File: src/rtl/snake_pkg.sv
// Shared SnakeWars types: top-level game mode, step-sequencer state and
// default step-period constants (in clk cycles).
package snake_pkg;

  typedef enum logic [1:0] {
    MODE_MENU,
    MODE_GAME,
    MODE_OVER,
    MODE_PAUSE
  } game_mode;

  typedef enum logic [1:0] {
    IDLE,
    MOVE,
    CHECK,
    DRAW
  } step_state;

  localparam int unsigned STEP_BASE_PERIOD = 18750000;
  localparam int unsigned STEP_PERIOD_DEC  = 1250000;
  localparam int unsigned STEP_MIN_PERIOD  = 3125000;

endpackage

File: src/rtl/step_tick_gen.sv
// Step period generator: speed level register, level-dependent period and a
// step counter that emits a one-cycle tick every `period` cycles in GAME mode.
module step_tick_gen
  import snake_pkg::*;
#(
  parameter int unsigned BASE_PERIOD = STEP_BASE_PERIOD,
  parameter int unsigned PERIOD_DEC  = STEP_PERIOD_DEC,
  parameter int unsigned MIN_PERIOD  = STEP_MIN_PERIOD,
  parameter int unsigned LEVEL_BITS  = 4,
  parameter int unsigned CTR_BITS    = 25
) (
  input  logic                  clk,
  input  logic                  rst,
  input  logic                  game_i,
  input  logic                  level_up_i,
  output logic                  tick_o,
  output logic [LEVEL_BITS-1:0] level_o
);

  localparam int unsigned PW = CTR_BITS + LEVEL_BITS;
  localparam logic [PW-1:0] BASE_W = PW'(BASE_PERIOD);
  localparam logic [PW-1:0] DEC_W  = PW'(PERIOD_DEC);
  localparam logic [PW-1:0] MIN_W  = PW'(MIN_PERIOD);
  localparam logic [LEVEL_BITS-1:0] LEVEL_MAX = {LEVEL_BITS{1'b1}};

  logic [LEVEL_BITS-1:0] level_q, level_d;
  logic                  game_q;
  logic [CTR_BITS-1:0]   ctr_q, ctr_d;
  logic [PW-1:0]         dec_total, period, ctr_w;
  logic signed [PW:0]    period_raw;
  logic                  tick;

  // One extra sign bit so a large level drives the raw period negative
  // instead of wrapping, and the clamp catches it.
  always_comb begin
    dec_total  = PW'(level_q) * DEC_W;
    period_raw = $signed({1'b0, BASE_W}) - $signed({1'b0, dec_total});
    if (period_raw < $signed({1'b0, MIN_W})) begin
      period = MIN_W;
    end else begin
      period = period_raw[PW-1:0];
    end
  end

  // Compare against the live period so a level change shortens the current count.
  always_comb begin
    ctr_w = PW'(ctr_q);
    tick  = game_i && (ctr_w >= (period - PW'(1)));
  end

  always_comb begin
    ctr_d = ctr_q;
    if (!game_i || tick) begin
      ctr_d = '0;
    end else begin
      ctr_d = ctr_q + CTR_BITS'(1);
    end
  end

  // Entering GAME wins over a coincident level_up.
  always_comb begin
    level_d = level_q;
    if (game_i && !game_q) begin
      level_d = '0;
    end else if (level_up_i && (level_q != LEVEL_MAX)) begin
      level_d = level_q + LEVEL_BITS'(1);
    end
  end

  always_ff @(posedge clk) begin
    if (rst) begin
      level_q <= '0;
      game_q  <= 1'b0;
      ctr_q   <= '0;
    end else begin
      level_q <= level_d;
      game_q  <= game_i;
      ctr_q   <= ctr_d;
    end
  end

  assign tick_o  = tick;
  assign level_o = level_q;

endmodule

File: src/rtl/game_step_sched.sv
// SnakeWars game-step scheduler: turns step ticks into MOVE -> CHECK -> DRAW
// req/done sequences. STEP_WATCHDOG_EN adds a per-phase timeout and wd_fault.
module game_step_sched
  import snake_pkg::*;
#(
  parameter int unsigned BASE_PERIOD = STEP_BASE_PERIOD,
  parameter int unsigned PERIOD_DEC  = STEP_PERIOD_DEC,
  parameter int unsigned MIN_PERIOD  = STEP_MIN_PERIOD,
  parameter int unsigned LEVEL_BITS  = 4,
  parameter int unsigned CTR_BITS    = 25
) (
  input  logic                  clk,
  input  logic                  rst,
  input  game_mode              mode,
  input  logic                  level_up,
  output logic                  move_req,
  input  logic                  move_done,
  output logic                  check_req,
  input  logic                  check_done,
  output logic                  draw_req,
  input  logic                  draw_done,
  output logic                  busy,
  output logic [LEVEL_BITS-1:0] level,
  output logic [15:0]           step_cnt,
  output logic                  overrun
`ifdef STEP_WATCHDOG_EN
  ,
  output logic                  wd_fault
`endif
);

  logic      game;
  logic      tick;
  logic      start;
  logic      phase_done;
  logic      pending_q, pending_d;
  logic      overrun_q, overrun_d;
  step_state state_q;
  logic      move_req_q, check_req_q, draw_req_q, busy_q;
  logic [15:0] step_cnt_q;

  assign game = (mode == MODE_GAME);

  step_tick_gen #(
    .BASE_PERIOD (BASE_PERIOD),
    .PERIOD_DEC  (PERIOD_DEC),
    .MIN_PERIOD  (MIN_PERIOD),
    .LEVEL_BITS  (LEVEL_BITS),
    .CTR_BITS    (CTR_BITS)
  ) u_tick (
    .clk        (clk),
    .rst        (rst),
    .game_i     (game),
    .level_up_i (level_up),
    .tick_o     (tick),
    .level_o    (level)
  );

  // One-deep tick queue; a tick landing on the consuming cycle refills it.
  always_comb begin
    start     = (state_q == IDLE) && pending_q && game;
    pending_d = pending_q;
    overrun_d = overrun_q;
    if (!game) begin
      pending_d = 1'b0;
    end else begin
      if (tick && pending_q && !start) begin
        overrun_d = 1'b1;
      end
      if (start) begin
        pending_d = tick;
      end else if (tick) begin
        pending_d = 1'b1;
      end
    end
  end

  always_ff @(posedge clk) begin
    if (rst) begin
      pending_q <= 1'b0;
      overrun_q <= 1'b0;
    end else begin
      pending_q <= pending_d;
      overrun_q <= overrun_d;
    end
  end

  always_comb begin
    phase_done = ((state_q == MOVE)  && move_done)  ||
                 ((state_q == CHECK) && check_done) ||
                 ((state_q == DRAW)  && draw_done);
  end

`ifdef STEP_WATCHDOG_EN
  localparam logic [15:0] WD_LIMIT = 16'hFFFE;
  logic [15:0] wd_q;
  logic        wd_fault_q;
`endif

  always_ff @(posedge clk) begin
    if (rst) begin
      state_q     <= IDLE;
      move_req_q  <= 1'b0;
      check_req_q <= 1'b0;
      draw_req_q  <= 1'b0;
      busy_q      <= 1'b0;
      step_cnt_q  <= '0;
`ifdef STEP_WATCHDOG_EN
      wd_q        <= '0;
      wd_fault_q  <= 1'b0;
`endif
    end else begin
      case (state_q)
        IDLE: begin
          if (start) begin
            state_q    <= MOVE;
            move_req_q <= 1'b1;
            busy_q     <= 1'b1;
          end
        end
        MOVE: begin
          if (move_done) begin
            state_q     <= CHECK;
            move_req_q  <= 1'b0;
            check_req_q <= 1'b1;
          end
        end
        CHECK: begin
          if (check_done) begin
            state_q     <= DRAW;
            check_req_q <= 1'b0;
            draw_req_q  <= 1'b1;
          end
        end
        DRAW: begin
          if (draw_done) begin
            state_q    <= IDLE;
            draw_req_q <= 1'b0;
            busy_q     <= 1'b0;
            step_cnt_q <= step_cnt_q + 16'd1;
          end
        end
        default: begin
          state_q     <= IDLE;
          move_req_q  <= 1'b0;
          check_req_q <= 1'b0;
          draw_req_q  <= 1'b0;
          busy_q      <= 1'b0;
        end
      endcase
`ifdef STEP_WATCHDOG_EN
      // Timer restarts on every phase entry; the abort below overrides the case.
      if ((state_q == IDLE) || phase_done) begin
        wd_q <= '0;
      end else begin
        wd_q <= wd_q + 16'd1;
      end
      if ((state_q != IDLE) && !phase_done && (wd_q == WD_LIMIT)) begin
        state_q     <= IDLE;
        move_req_q  <= 1'b0;
        check_req_q <= 1'b0;
        draw_req_q  <= 1'b0;
        busy_q      <= 1'b0;
        wd_fault_q  <= 1'b1;
      end
`endif
    end
  end

  assign move_req  = move_req_q;
  assign check_req = check_req_q;
  assign draw_req  = draw_req_q;
  assign busy      = busy_q;
  assign step_cnt  = step_cnt_q;
  assign overrun   = overrun_q;
`ifdef STEP_WATCHDOG_EN
  assign wd_fault  = wd_fault_q;
`endif

endmodule

File: config.mk
export PLATFORM = sky130hd
export DESIGN_NAME = game_step_sched
export DESIGN_NICKNAME = d
export VERILOG_FILES = /design/src/rtl/snake_pkg.sv /design/src/rtl/step_tick_gen.sv /design/src/rtl/game_step_sched.sv
export SDC_FILE = /design/constraint.sdc
export NUM_CORES = 1
export LEC_CHECK = 0
export CORE_ASPECT_RATIO = 1.75
export CORE_MARGIN = 5
export CORE_UTILIZATION = 55
export DETAILED_ROUTE_END_ITERATION = 10
export PLACE_DENSITY = 0.8
export REMOVE_ABC_BUFFERS = 1
export SLEW_MARGIN = 10
export SYNTH_ARGS = -nofsm -noshare
export SYNTH_HDL_FRONTEND = slang
export SYNTH_SLANG_ARGS = --single-unit
File: constraint.sdc
create_clock -name clk -period 14.4 [get_ports clk]
set_input_delay 2.16 -clock clk [delete_from_list [all_inputs] [get_ports clk]]
set_output_delay 2.16 -clock clk [all_outputs]
set_load 0.005 [all_outputs]
# --- After elaboration in Yosys (flattened, before gate mapping) ---
# Index checks and enable logic that the tools add are counted.
classes:
  add_sub_neg: 5
  multipliers: 1
  div_mod_pow: 0
  order_cmp: 2
  eq_ne: 9
  shifts: 0
  n_mux: 18
  bitwise: 1
  reduce_logical: 27
op_table:
  columns: ["cell", "count"]
  rows:
  - ["30-bit by 23-bit < comparator with 1-bit output, second input constant", 1]
  - ["25-bit by 29-bit greater-or-equal comparator with 1-bit output", 1]
  - ["29-bit 2-to-1 mux", 1]
  - ["29-bit by 1-bit subtractor with 29-bit output, second input constant", 1]
  - ["25-bit by 25-bit subtractor with 26-bit output, first input constant", 1]
  - ["25-bit by 1-bit adder with 25-bit output, second input constant", 1]
  - ["4-bit by 17-bit multiplier with 21-bit output, second input constant", 1]
  - ["16-bit by 1-bit adder with 16-bit output, second input constant", 1]
  - ["3-bit AND reduction", 4]
  - ["2-bit nonzero test", 5]
  - ["1-bit 2-to-1 mux", 8]
  - ["2-bit 2-to-1 mux", 4]
  - ["2-bit inequality test, second input constant", 4]
  - ["1-bit one-hot mux with 2 select lines", 4]
  - ["2-bit one-hot mux with 4 select lines", 1]
  - ["1-bit logical AND", 7]
  - ["2-bit OR reduction", 3]
  - ["4-bit by 1-bit adder with 4-bit output, second input constant", 1]
  - ["2-bit by 1-bit equality test with 1-bit output, second input constant", 2]
  - ["2-bit equality test, second input constant", 2]
  - ["4-bit inequality test, second input constant", 1]
  - ["2-bit AND reduction", 2]
  - ["4-bit AND reduction", 1]
  - ["1-bit logical NOT", 3]
  - ["3 further kinds", 3]
word_totals:
  reg_bits: 54
  latch_bits: 0
  mem_bits_rw: 0
  mem_bits_ro: 0
  input_bits: 8
  output_inout_bits: 25
  word_cells: 74
  n_memories: 0

# --- Depth between registers and ports, before layout ---
logic_depth:
  ltp_word: 10
  ltp_mapped: 37
  depth_no_buf: 33

# --- By module ---
# From an unflattened synthesis, not the netlist that was laid out.
hier_totals:
  cells_unflattened: 647
  area_unflattened_um2: 5079.9
modules_own_cells:
  columns: ["module", "instances", "cells_per_inst", "area_each_um2"]
  rows:
  - ["step_tick_gen", 1, 509, 3893.7]
  - ["game_step_sched", 1, 138, 1186.1]

# --- Worst setup path before layout ---
# OpenSTA, ideal clock, no wires.
synth_timing:
  kind: "register to register"
  from: "register u_tick.level_q[1], in the netlist u_tick.level_o[1]"
  to: "register u_tick.ctr_q[16]"
  setup_time_ns: 0.141
  arrival_ns: 7.846
  required_ns: 14.259
  slack_ns: 6.413
  stages_incl_launch_ff: 35
  path_buffers: 2
  cell_sequence: "dfxtp_1 ha_1 ha_1 ha_1 fa_1 nand2b_1 a2bb2oi_1 a211oi_2 nand3_2 a41oi_1 nand2_1 xnor2_1 o41ai_1 a31oi_1 ha_1 or4_4 nor2_2 and2_1 buf_4 nand4_1 or4b_4 nor4_4 nand4_1 o21a_1 ha_1 nand4_1 nor4_1 a21oi_1 nand2_1 nor2_1 o21ai_0 o21ai_0 a41oi_4 buf_6 nor3_2"
synth_between:
  elab_chain_cells: 9
synth_lines:
  columns: ["item", "line", "source"]
  rows:
  - ["from (decl)", "step_tick_gen.sv:26", "logic [LEVEL_BITS-1:0] level_q, level_d;"]
  - ["from (signal assigned)", "step_tick_gen.sv:76", "level_q <= level_d;"]
  - ["4-bit by 17-bit multiplier with 21-bit output *", "step_tick_gen.sv:36", "dec_total = PW'(level_q) * DEC_W;"]
  - ["25-bit by 25-bit subtractor with 26-bit output *", "step_tick_gen.sv:37", "period_raw = $signed({1'b0, BASE_W}) - $signed({1'b0, dec_total});"]
  - ["30-bit by 23-bit < comparator with 1-bit output", "step_tick_gen.sv:38", "if (period_raw < $signed({1'b0, MIN_W})) begin"]
  - ["29-bit 2-to-1 mux *", "step_tick_gen.sv:38", null]
  - ["29-bit by 1-bit subtractor with 29-bit output *", "step_tick_gen.sv:48", "tick = game_i && (ctr_w >= (period - PW'(1)));"]
  - ["25-bit by 29-bit greater-or-equal comparator with 1-bit output *", "step_tick_gen.sv:48", null]
  - ["1-bit logical AND *", "step_tick_gen.sv:48", null]
  - ["1-bit logical OR *", "step_tick_gen.sv:53", "if (!game_i || tick) begin"]
  - ["2-bit OR reduction (no source line) *", null, null]
  - ["to (signal assigned)", "step_tick_gen.sv:78", "ctr_q <= ctr_d;"]
  - ["to (decl)", "step_tick_gen.sv:28", "logic [CTR_BITS-1:0] ctr_q, ctr_d;"]
# Every way passes the cells marked *; elsewhere a longest branch is shown, timed or not.
# A chain may end at the register's enable or synchronous reset.

# --- Final worst setup path ---
layout_timing:
  from: "register u_tick.level_q[2], in the netlist u_tick.level_o[2]"
  to: "register pending_q"
layout_between:
  elab_chain_cells: 8
layout_lines:
  columns: ["item", "line", "source"]
  rows:
  - ["4-bit by 17-bit multiplier with 21-bit output *", "step_tick_gen.sv:36", null]
  - ["25-bit by 25-bit subtractor with 26-bit output *", "step_tick_gen.sv:37", null]
  - ["30-bit by 23-bit < comparator with 1-bit output", "step_tick_gen.sv:38", null]
  - ["29-bit 2-to-1 mux *", "step_tick_gen.sv:38", null]
  - ["29-bit by 1-bit subtractor with 29-bit output *", "step_tick_gen.sv:48", null]
  - ["25-bit by 29-bit greater-or-equal comparator with 1-bit output *", "step_tick_gen.sv:48", null]
  - ["1-bit logical AND *", "step_tick_gen.sv:48", null]
  - ["1-bit 2-to-1 mux / 2-bit nonzero test (equally long branches)", null, null]
  - ["to (signal assigned)", "game_step_sched.sv:83", "pending_q <= pending_d;"]
  - ["to (decl)", "game_step_sched.sv:36", "logic pending_q, pending_d;"]
# Marks and branches as above.

==> run metrics <==
status=completed; Cell variety after synth=76; pins over their slew limit=0; via/cell ratio=6.03; # fillers=836; top-area cell type share of the netlist area=21.0%; initial core utilization=56.7%; Max VDD drop=0.0886 mV; TritonCTS Buffers=5; Fin Setup TNS=0 ns; First DRT Iteration DRCs=204; Clock Latency Late Sink=0.29 ns; Slowest cell on crit path=a41oi_4; CTS tree=built; Yosys top cell by area=dfxtp_1; number of global-route vias before repair=4749; DR DRC count=0; worst slew pin tran=1.11 ns; multi-input logic area=0.00388 mm2; # IOs=33; Reg area=0.00108 mm2; die width=83.2 um; gr usage total=21.5%; CP endpoint=pending_q; Worst Path Buf+Inv=2; antenna violations before repair=0; WP depth=33; CTS max path bufs=2; Post-CTS Setup Bufs=0; drt first pass iters=4; crit path max fanout=27; Layout Nets=701; Slew Limit Headroom=25.9%; Worst Path Required=14.64 ns; crit path capture type=register; power per standard cell area=68.2 mW/mm2; worst setup margin=4.40 ns; r2r setup slk=4.40 ns; root buffer cell=clkbuf_16; Post-synth ARST share=0%; Max Fclk=0.100 GHz; Final Skew=0.00826 ns; largest family of logic cells by synthesized area=simple AND/OR/NAND/NOR gates; post-synthesis xor/xnor area fraction=14.8%; Synth Area in Simple Gates=28.0%; I/O Buffers=32; Mapped Cells=614; clock-pin slew on the worst setup and hold paths=0.07 ns; CTS Hold Bufs=0; final setup vio count=0; RSZ-0062 raised after global routing=no; post-layout min period=10.00 ns; worst reg2reg endpoint=pending_q; Adder-Cell Fraction of Synth Area=14.1%; sequential cell area fraction in the yosys report=21.0%; Critical Path Start Type=register; top post-synthesis cells by area=dfxtp_1 21%, ha_1 13%, xnor2_1 7.5%; Syn-to-layout area delta=10.5%; dpl ws=4.51 ns; Routed wire per std cell=16.0 um; CTS resizes=0; Pleak=2.23 nW; final WL=12100 um; Final Cycle Share=69.5%; synth warn=0; Antenna diodes=0; vias=4565; Final ANT Viol Nets=0; CP startpoint=u_tick.level_o[2]; Overflow after GRT=0; pin count of the biggest net entering global routing=28; crit path kind=register to register; Worst R2R Path Depth=33; CTS H-Tree Depth=2; crit-path most repeated cell=ha_1; post-synthesis mux area share=0.826%; share of cells above drive strength 1=8.63%; Worst EP arrival=10.24 ns; # rows=46; Placer Congestion=0.895; slowest stage delay, CP=0.90 ns; Compound-Gate Fraction of Synth Area=17.5%; Core ar.=0.00909 mm2; Mean Syn Cell Area=8.39 um2; clock sinks=54; Syn Std Cell Area=0.00515 mm2; FF-to-FF Start=u_tick.level_o[2]; die footprint=0.0115 mm2; #FFs+latches synth=54; Synth Flop Type=dfxtp_1; Die Y-Extent=138 um; hold crit path type=register to register; Max-Cap Viols=0; delay-heaviest family, CP=simple AND/OR/NAND/NOR gates; global-route wire length before repair=21100 um; hpwl dp=9510 um; Fin. Hold Viols=0; Post-synth EDFFs=0
kinds of logic (layout without fill, tap and decap cells):
| group | after synthesis | in the layout |
|---|---|---|
| compound gates | 120 | 120 |
| xor+xnor | 84 | 84 |
| fa+ha+maj | 57 | 57 |
| buf+inv | 39 | 62 |
| flops | 54 | 54 |
| mux | 4 | 4 |
| simple gates | 256 | 256 |
worst register-to-register path: cells and delay by family, from the launching register on:
family                   cells  cell delay [ns]
XOR/XNOR                     2             0.79
AND/OR/NAND/NOR             14             4.10
buffers and inverters        2             0.29
AO/OA/AOI/OAI               10             2.36
adder cells (fa/ha/maj)      5             1.71
flip-flops                   1             0.70
synth_stat cells, types with 5 or more instances:
master and instances:
a31oi_1 9, nand2b_1 12, nand4_1 22, nor3_2 20, nor3_1 20, a21oi_1 23, ha_1 55, nand2_1 43
a21o_1 14, inv_1 18, dfxtp_1 54, and3_1 12, nor2_1 57, a211oi_1 6, o21ai_0 19, clkbuf_1 11
and4_1 5, nand3_1 25, xnor2_1 44, and2_1 11, xor2_1 37
placed cells by master, fill, tap and decap left out, types with 14 or more instances in the layout:
master / Yosys / routed
a21o_1: 14 / 14
a21oi_1: 23 / 23
clkdlybuf4s50_1: 0 / 32
dfxtp_1: 54 / 54
ha_1: 55 / 55
inv_1: 18 / 18
nand2_1: 43 / 43
nand3_1: 25 / 25
nand4_1: 22 / 22
nor2_1: 57 / 57
nor3_1: 20 / 20
nor3_2: 20 / 20
o21ai_0: 19 / 19
xnor2_1: 44 / 44
xor2_1: 37 / 37
layout make-up:
class,instances,share of cell area [%]
Clock inverter,2,0.659
Timing Repair Buffer,35,6.02
Clock buffer,6,2.26
Multi-Input combinational cell,521,68.2
Sequential cell,54,19.0
Inverter,19,1.25
Tap cell,120,2.64
registers in the layout, indices dropped and copies added (netlist names):
signal          flops
busy                1
check_req           1
draw_req            1
move_req            1
overrun             1
pending_q           1
state_q             2
step_cnt           16
u_tick.ctr_q       25
u_tick.game_q       1
u_tick.level_o      4
layer usage:
layer / routed length [um] / global-route usage (%)
met5: 0 / 0
met4: 541 / 10.5
met3: 382 / 3.27
met1: 4610 / 21.4
met2: 6610 / 42.0
power by group:
| group | internal (W) | switching, W |
|---|---|---|
| sequential | 0.000152 | 0.00000482 |
| combinational | 0.0000399 | 0.0000557 |
| clock | 0.0000822 | 0.0000540 |
| total | 0.000274 | 0.000114 |
worst min-delay path by stage:
| stage | from | end | slack (ns) | cells past startpoint |
|---|---|---|---|---|
| 3_5_place_dp | draw_req | draw_req | 0.47 | 2 |
| 3_3_place_gp | draw_req | draw_req | 0.46 | 2 |
| 2_1_floorplan | draw_req | draw_req | 0.46 | 2 |
| 6_report | draw_req | draw_req | 0.48 | 2 |
| 4_1_cts | draw_req | draw_req | 0.48 | 2 |
| 5_1_grt | draw_req | draw_req | 0.52 | 2 |
stage by stage:
stage / total power [W] / std cells / cell area, um2 / util [%] / hold slack [ns]
after floorplan: 0.000230 / 594 / 5030 / - / 0.460
after global placement: 0.000252 / 749 / 5530 / 60.8 / 0.463
after detailed placement: 0.000255 / 749 / 5530 / 60.8 / 0.470
after CTS: 0.000392 / 757 / 5690 / 62.6 / 0.485
after global routing: 0.000408 / 757 / 5690 / 62.6 / 0.523
final: 0.000388 / 757 / 5690 / 62.6 / 0.485
(Power assumes the default switching activity.)
